## config.mk

```make
export PLATFORM = sky130hd
export DESIGN_NAME = div_unit
export DESIGN_NICKNAME = d
export VERILOG_FILES = /design/src/rtl/div_unit_pkg.sv /design/src/rtl/div_step.sv /design/src/rtl/div_unit.sv
export SDC_FILE = /design/constraint.sdc
export NUM_CORES = 1
export LEC_CHECK = 0
export ABC_CLOCK_PERIOD_IN_PS = 8050
export BUFFER_PORTS_ARGS = -buffer_cell sky130_fd_sc_hd__buf_2
export CORE_UTILIZATION = 65
export DETAILED_ROUTE_END_ITERATION = 10
export PLACE_DENSITY = 0.9
export SYNTH_ARGS = -nofsm -noshare
export SYNTH_HDL_FRONTEND = slang
export SYNTH_HIERARCHICAL = 1
export SYNTH_SLANG_ARGS = --single-unit
```

## constraint.sdc

```tcl
create_clock -name clk -period 8.05 [get_ports clk]
set_input_delay 0.4025 -clock clk [delete_from_list [all_inputs] [get_ports clk]]
set_output_delay 0.4025 -clock clk [all_outputs]
set_load 0.005 [all_outputs]
```

## src/rtl/div_unit_pkg.sv

```systemverilog
// Shared definitions for the execute-stage divider: FSM encoding, decode codes
// and the default operand width.
package div_unit_pkg;

    localparam int DIV_WIDTH = 32;

    typedef enum logic [1:0] {
        FREE    = 2'b00,
        DIVZERO = 2'b01,
        ON      = 2'b10,
        END     = 2'b11
    } div_state_t;

    // ALU control codes that EX decode uses to select a divide.
    localparam logic [4:0] ALU_DIV  = 5'b11010;
    localparam logic [4:0] ALU_DIVU = 5'b11011;

endpackage

```

## src/rtl/div_step.sv

```systemverilog
// One restoring-division iteration: shift {rem, dvd} left, trial-subtract the
// divisor, and shift the resulting quotient bit into the low end.
module div_step
    import div_unit_pkg::*;
#(
    parameter int WIDTH = DIV_WIDTH
) (
    input  logic [2*WIDTH-1:0] rem_dvd,
    input  logic [WIDTH-1:0]   divisor,
    output logic [2*WIDTH-1:0] rem_dvd_next,
    output logic               q_bit
);

    logic [WIDTH:0] trial;
    logic [WIDTH:0] diff;

    always_comb begin
        // Trial value is one bit wider because the shifted remainder can reach 2*divisor-1.
        trial        = rem_dvd[2*WIDTH-1:WIDTH-1];
        diff         = trial - {1'b0, divisor};
        q_bit        = ~diff[WIDTH];
        rem_dvd_next = {(q_bit ? diff[WIDTH-1:0] : trial[WIDTH-1:0]),
                        rem_dvd[WIDTH-2:0], q_bit};
    end

endmodule

```

## src/rtl/div_unit.sv

```systemverilog
// Iterative radix-2 DIV/DIVU unit; holds the pipeline via stall_o and returns
// {remainder, quotient} for the HI/LO write path.
module div_unit
    import div_unit_pkg::*;
#(
    parameter int WIDTH = DIV_WIDTH
) (
    input  logic               clk,
    input  logic               rst,
    input  logic               start_i,
    input  logic               signed_i,
    input  logic [WIDTH-1:0]   opa_i,
    input  logic [WIDTH-1:0]   opb_i,
    input  logic               annul_i,
    output logic [2*WIDTH-1:0] result_o,
    output logic               ready_o,
    output logic               stall_o,
    output logic [1:0]         dbg_state
);

    localparam int CW = $clog2(WIDTH + 1);
    localparam logic [CW-1:0] CNT_LAST = CW'(WIDTH);

    div_state_t         state;
    logic [CW-1:0]      cnt;
    logic [2*WIDTH-1:0] rem_dvd;
    logic [2*WIDTH-1:0] rem_dvd_next;
    logic [WIDTH-1:0]   divisor;
    logic               neg_q;
    logic               neg_r;
    logic               q_bit;
    logic [WIDTH-1:0]   abs_a;
    logic [WIDTH-1:0]   abs_b;
    logic [WIDTH-1:0]   fix_q;
    logic [WIDTH-1:0]   fix_r;

    assign stall_o   = start_i & ~ready_o & ~annul_i;
    assign dbg_state = state;

    always_comb begin
        abs_a = (signed_i && opa_i[WIDTH-1]) ? -opa_i : opa_i;
        abs_b = (signed_i && opb_i[WIDTH-1]) ? -opb_i : opb_i;
        fix_q = neg_q ? -rem_dvd[WIDTH-1:0] : rem_dvd[WIDTH-1:0];
        fix_r = neg_r ? -rem_dvd[2*WIDTH-1:WIDTH] : rem_dvd[2*WIDTH-1:WIDTH];
    end

    div_step #(.WIDTH(WIDTH)) u_step (
        .rem_dvd      (rem_dvd),
        .divisor      (divisor),
        .rem_dvd_next (rem_dvd_next),
        .q_bit        (q_bit)
    );

    always_ff @(posedge clk) begin
        if (!rst) begin
            state    <= FREE;
            cnt      <= '0;
            ready_o  <= 1'b0;
            result_o <= '0;
            rem_dvd  <= '0;
            divisor  <= '0;
            neg_q    <= 1'b0;
            neg_r    <= 1'b0;
        end else begin
            case (state)
                FREE: begin
                    if (start_i && !annul_i) begin
                        if (opb_i == '0) begin
                            state <= DIVZERO;
                        end else begin
                            state   <= ON;
                            cnt     <= '0;
                            rem_dvd <= {{WIDTH{1'b0}}, abs_a};
                            divisor <= abs_b;
                            neg_r   <= signed_i & opa_i[WIDTH-1];
                            neg_q   <= signed_i & (opa_i[WIDTH-1] ^ opb_i[WIDTH-1]);
                        end
                    end
                end
                DIVZERO: begin
                    if (annul_i) begin
                        state <= FREE;
                    end else begin
                        state    <= END;
                        result_o <= '0;
                        ready_o  <= 1'b1;
                    end
                end
                ON: begin
                    if (annul_i) begin
                        state <= FREE;
                    end else if (cnt != CNT_LAST) begin
                        rem_dvd <= rem_dvd_next;
                        cnt     <= cnt + 1'b1;
                    end else begin
                        // Fix-up cycle: restore signs, then publish the result.
                        result_o <= {fix_r, fix_q};
                        ready_o  <= 1'b1;
                        state    <= END;
                    end
                end
                END: begin
                    if (annul_i || !start_i) begin
                        state   <= FREE;
                        ready_o <= 1'b0;
                    end
                end
                default: state <= FREE;
            endcase
        end
    end

endmodule

```

==> results.yml, run 1 <==
run_status:
  outcome: "finished, final reports clean"
yosys:
  synth_area_leaders: "dfxtp_1 29%, xor2_1 6.6%, nand2_1 6.1%"
  yosysSeqAreaShare: 0.285
  synth_edf_count: 0
  avgSynthCellArea_sq_um: 8.08
  yosys_warnings: 6
  synth.largest_area_cell: "dfxtp_1"
  synth_cell_types: 99
  synthCells: 1486
  synth.top_cell.area_share: 0.285
  ys.flop_type: "dfxtp_1"
  synth_commonest_cells: "194 x nand2_1, 171 x dfxtp_1, 137 x o21ai_0"
  async_flop_share: 0
  netlist_area_sq_um: 12000
  yosysMostFrequentCell: "nand2_1"
  syn_nets: 1599
  ys_ff_latch: 171
finish:
  design_area_sq_um: 12900
  area_growth_pct: 7.47
  regArea_sq_um: 3420
  fin_nets: 1639
  fillerInstances: 1418
  antenna_cells: 0
  final_cells: 1768
  multi_input_area_sq_um: 7620
  drive_gt1_frac: 0.157
worst_hold_path:
  hold_end: "divisor[18]"
  min_path_type: "in -> reg"
  min_from: "opb_i[18]"
  holdPathStages: 3
drt:
  dr.pass1.iters: 7
  routed_wl_mm: 31.3
  wl_per_cell_um: 17.7
  vias: 11300
  drcViolationCount: 0
  viasPerCell: 6.38
  antenna_left: 0
  drt_iter0_markers: 1180
critical_path:
  r2r_start: "dbg_state[0]"
  reg2reg_setup_slack_ns: 4.30
  crit_slowest_cell: "nor4_2"
  worst-setup-path-type: "reg -> reg"
  critical_path.cell_chain: "inv_1, ha_2, buf_4, inv_2, nor4_2, nand2_1, buf_4, o21ai_0"
  cp.required_ns: 8.40
  cpMostUsedCell: "buf_4"
  cp-end-kind: "register"
  reg2reg_to: "result_o[16]"
  cp-start-kind: "register"
  crit_path_max_fanout: 80
  rr_worst_depth: 8
  max_stage_delay_ns: 0.69
  arrival_ns: 4.10
floorplan:
  die_w_um: 138
  row_count: 49
  ios: 137
  dieHeight_um: 138
  core_sq_um: 18000
  die_area_sq_um: 19000
  initial_utilization: 0.666
global_route:
  overflow: 0
  grt_max_degree: 95
  grt_antenna_before_repair: 0
  grt_pass1_wl_mm: 49.9
  first_global_vias: 10100
  track_usage: 0.330
placed_design:
  io_buffer_count: 136
  dpl_cell_area_sq_um: 12300
  place_worst_setup_slack_ns: 4.30
  dp_hpwl_mm: 22.2
  gp_congestion: 0.940
  placedCellCount: 1736
timing:
  rsz0062_at_grt: "no"
  setup_violations: 0
  fin_ws_ns: 4.30
  fmax_mhz: 267
  slew_headroom: 0.262
  tns_ns: 0
  report.final.slew_viol_count: 0
  period_minus_slack_ns: 3.75
  finalHoldViolations: 0
  finClkSkew_ns: 0.0120
  fin_crit_sh: 0.466
  tightest_slew_ns: 1.11
cts:
  path_clk_slew_ns: 0.07
  cts_buffer_depth: 2
  cts_hold_buf: 0
  ctsHtreeMaxLevel: 4
  cts.repair.resized: 0
  cts_tree: "done"
  cts.sinks: 171
  cts_buffers: 17
  cts_root_buf: "clkbuf_16"
  post_cts_buffers: 0
  clkLatencyLatePin_ns: 0.44
run:
  maxCapViolCount: 0
pwr:
  p_leak_nw: 5.34
  power_density_nw_per_um2: 238
  p_total_w: 0.00307
  vdd_drop_max_uv: 254
-- registers in the layout, indices dropped and copies added, names as in the netlist --
signal	count
cnt	6
ready_o	1
dbg_state	2
neg_q	1
neg_r	1
divisor	32
result_o	64
rem_dvd	64
-- logic make-up after synthesis --
logic type,share of synthesized area
buf+inv,0.0819
mux,0.0369
compound gates,0.242
fa+ha+maj,0.0465
xor+xnor,0.103
simple gates,0.205
flops,0.285
-- cells in the final DEF (no fill, tap or decap), types with 9 or more instances in the layout --
cell type,synthesis,layout
a21boi_0,23,23
a21boi_1,28,28
a21o_1,18,18
a21oi_1,68,68
a31oi_1,14,14
and2_1,16,15
and3_1,9,9
buf_2,6,135
clkbuf_16,0,17
dfxtp_1,171,171
ha_1,43,42
inv_1,57,57
mux2_4,19,19
mux2i_1,9,9
nand2_1,194,194
nand2b_1,14,14
nand3_1,82,82
nor2_1,38,38
nor3_1,24,24
nor4_1,12,12
o211a_1,11,11
o211ai_1,9,9
o21a_1,12,12
o21ai_0,137,137
o21ai_1,18,18
o31ai_1,36,36
o41ai_1,16,16
or3_1,10,10
or4_1,20,20
xnor2_1,51,51
xor2_1,90,90
-- metal layers --
metal	global-route usage	wire length (um)
met5	0	0
met4	0.0888	620
met3	0.0658	2990
met2	0.503	13700
met1	0.470	14000
-- power breakdown --
group          switching (W)  internal, W
clock network       0.000379     0.000488
logic               0.000750     0.000422
registers           0.000109     0.000925
-- final cells by class --
cell class | instances | area share
clock buffers | 19 | 0.0351
flip-flops and latches | 171 | 0.265
well taps | 229 | 0.0222
repair buffers | 141 | 0.0558
inverters | 59 | 0.0177
multi-input cells | 1136 | 0.591
clock inverters | 13 | 0.0132
-- worst max path at each step --
stage                            start            to  slack [ns]
after global routing      dbg_state[0]  result_o[16]        3.94
final                     dbg_state[0]  result_o[16]        4.30
after detailed placement  dbg_state[0]  result_o[16]        4.30
after CTS                 dbg_state[0]  result_o[16]        4.31
after floorplan            rem_dvd[31]   rem_dvd[51]        4.67
after global placement     rem_dvd[31]   rem_dvd[51]        4.57
-- worst max-delay path: cells and delay by family, from the launching register on --
| kind | cells | cell delay [ns] |
|---|---|---|
| buf+inv | 4 | 1.58 |
| flops | 1 | 0.36 |
| compound gates | 1 | 0.22 |
| simple gates | 2 | 1.27 |
| fa+ha+maj | 1 | 0.17 |
-- metrics by stage --
stage	util	hold WS, ns
5_1_grt	0.716	0.311
3_3_place_gp	0.682	0.432
6_report	0.716	0.303
3_5_place_dp	0.682	0.437
4_1_cts	0.716	0.295
2_1_floorplan	-	0.444
No activity file was read; power rests on OpenSTA's default activity.
==> inputs of run 2 (changes only) <==
ABC_CLOCK_PERIOD_IN_PS = 3100   (was 8050)
CORE_UTILIZATION = 54   (was 65)
PLACE_DENSITY = 0.8   (was 0.9)
clock period = 3.1 ns   (was 8.05 ns; I/O delays follow)
==> run 2 against run 1 <==
- the flow now finishes with violations (negative setup slack)
- clock skew about the same
- register-to-register slack worse by 4.4 ns
- routed wire length is 0.43% higher
- total power rose to 2.7 times the previous value
- sequential power increased to 2.6 times the previous value
- count of clock-buffer cells in the layout fell by 2
- largest cell class unchanged
- highest routed layer unchanged
==> results.yml, run 2 (same netlist as run 1, synthesis figures left out) <==
critical_path:
  cp.required_ns: 3.43
  max_stage_delay_ns: 0.34
  crit_buf_inv: 2
  cp-endpoint: "rem_dvd[62]"
  cpMostUsedCell: "o2111ai_2"
  reg2reg_setup_slack_ns: -0.07
  crit_path_max_fanout: 12
  r2r_start: "rem_dvd[31]"
  cp-start-kind: "register"
  reg2reg_to: "rem_dvd[62]"
  startpoint: "rem_dvd[31]"
  rr_worst_depth: 15
  cp.depth: 15
  crit_slowest_cell: "dfxtp_2"
  cpLargestDelayFamily: "compound AO/OA/AOI/OAI gates"
  worst-setup-path-type: "reg -> reg"
  arrival_ns: 3.50
  cp-end-kind: "register"
  critical_path.cell_chain: "inv_2, ha_4, fa_2, and2b_1, o2111ai_2, a21oi_2, o2111ai_2, a211oi_2, nor2_4, mux2i_4, and2_4, inv_8, mux2_4, nand3_2, a21boi_1"
cts:
  cts_buffer_depth: 2
  cts.sinks: 171
  cts_root_buf: "clkbuf_16"
  clkLatencyLatePin_ns: 0.44
  cts_tree: "done"
  path_clk_slew_ns: 0.08
  ctsHtreeMaxLevel: 4
  cts_buffers: 17
  cts_hold_buf: 0
pwr:
  p_sw_frac: 0.407
  p_clk_frac: 0.269
  internal-power_w: 0.00490
  pwr-share-comb: 0.412
  p_seq_frac: 0.320
  p_leak_nw: 5.74
  p_switching_w: 0.00337
  vdd_drop_max_uv: 455
  power_density_nw_per_um2: 603
  p_total_w: 0.00827
timing:
  tightest_slew_ns: 0.842
  finClkSkew_ns: 0.0122
  report.final.slew_viol_count: 0
  fin_ws_ns: -0.0749
  period_minus_slack_ns: 3.17
  slew_headroom: 0.439
  fin_crit_sh: 1.02
  rsz0062_at_grt: "yes"
  setup_violations: 26
  fmax_mhz: 315
  tns_ns: -1.46
  finalHoldViolations: 0
finish:
  final_common_cell: "nand2_1"
  fin_nets: 1710
  top_regs: "rem_dvd: 64 flops, result_o: 64 flops, divisor: 32 flops"
  area_growth_pct: 14.2
  drive_gt1_frac: 0.212
  antenna_cells: 0
  mostFrequentLayoutCells: "194 x nand2_1, 168 x dfxtp_1, 135 x buf_2"
global_route:
  track_usage: 0.275
  grt_antenna_before_repair: 0
  grt_pass1_wl_mm: 50.3
  grt_max_degree: 76
  overflow: 0
  first_global_vias: 10100
run_status:
  outcome: "finished with violations"
  violations: "negative setup slack"
drt:
  drcViolationCount: 0
  drt_iter0_markers: 902
  wl_per_cell_um: 16.6
  viasPerCell: 5.97
  vias: 11300
  dr.pass1.iters: 6
  routed_wl_mm: 31.5
  antenna_left: 0
placed_design:
  io_buffer_count: 136
  dp_hpwl_mm: 23.1
  gp_congestion: 0.929
floorplan:
  row_count: 54
  die_w_um: 151
  die_area_sq_um: 22800
  ios: 137
  initial_utilization: 0.550
  dieHeight_um: 151
  core_sq_um: 21800
worst_hold_path:
  min_path_type: "in -> reg"
run:
  maxCapViolCount: 0
==> run 2: worst min-delay path by stage <==
stage	startpoint	depth (start not counted)	end	slack (ns)
finish	opa_i[31]	3	rem_dvd[31]	0.02
global route	opa_i[31]	3	rem_dvd[31]	0.03
CTS	opa_i[31]	3	rem_dvd[31]	0.02
detailed placement	result_o[59]	2	result_o[59]	0.44
global placement	result_o[17]	2	result_o[17]	0.43
floorplan	opb_i[0]	2	divisor[0]	0.30
==> run 2: layout make-up <==
cell class	instances	area (sq um)
Timing Repair inverter	1	11.3
Tap cell	280	350
Timing Repair Buffer	211	1310
Clock buffer	17	425
Sequential cell	171	3430
Inverter	59	234
Multi-Input combinational cell	1136	7760
Clock inverter	15	194
Fill cell	1875	8110
==> run 2: layer usage <==
metal,routed length [um],global-route usage
met1,15000,0.404
met2,13700,0.413
met3,2410,0.0467
met4,423,0.0715
met5,0,0
==> run 2: power groups by stage <==
stage	Combinational, W	Sequential [W]	Clock (W)
2_1_floorplan	0.00259	0.00262	0
3_3_place_gp	0.00317	0.00267	0
3_5_place_dp	0.00324	0.00268	0
4_1_cts	0.00330	0.00263	0.00224
5_1_grt	0.00370	0.00267	0.00236
6_report	0.00341	0.00264	0.00222
==> run 2: per-stage QoR <==
stage               instance area (sq um)  std cells   util  setup WS [ns]  hold WS (ns)
floorplan                           12100       1486      -        -0.0684         0.300
global placement                    13000       1851  0.594      -0.000449         0.434
detailed placement                  13000       1851  0.594        -0.0828         0.439
CTS                                 13600       1888  0.625        -0.0852        0.0150
global route                        13700       1890  0.628         -0.215        0.0272
finish                              13700       1890  0.628        -0.0749        0.0243
==> run 2: tightest hold or removal path, cell delays in order <==
cell and delay, ns:
buf_2 0.13, nand3_1 0.08, a21oi_1 0.06
==> run 2: repair_timing <==
item,in CTS,in global routing
cloned,2,0
setup endpoints to repair,24,33
pin swaps,10,16
setup buffers,3,2
resized for setup,8,22
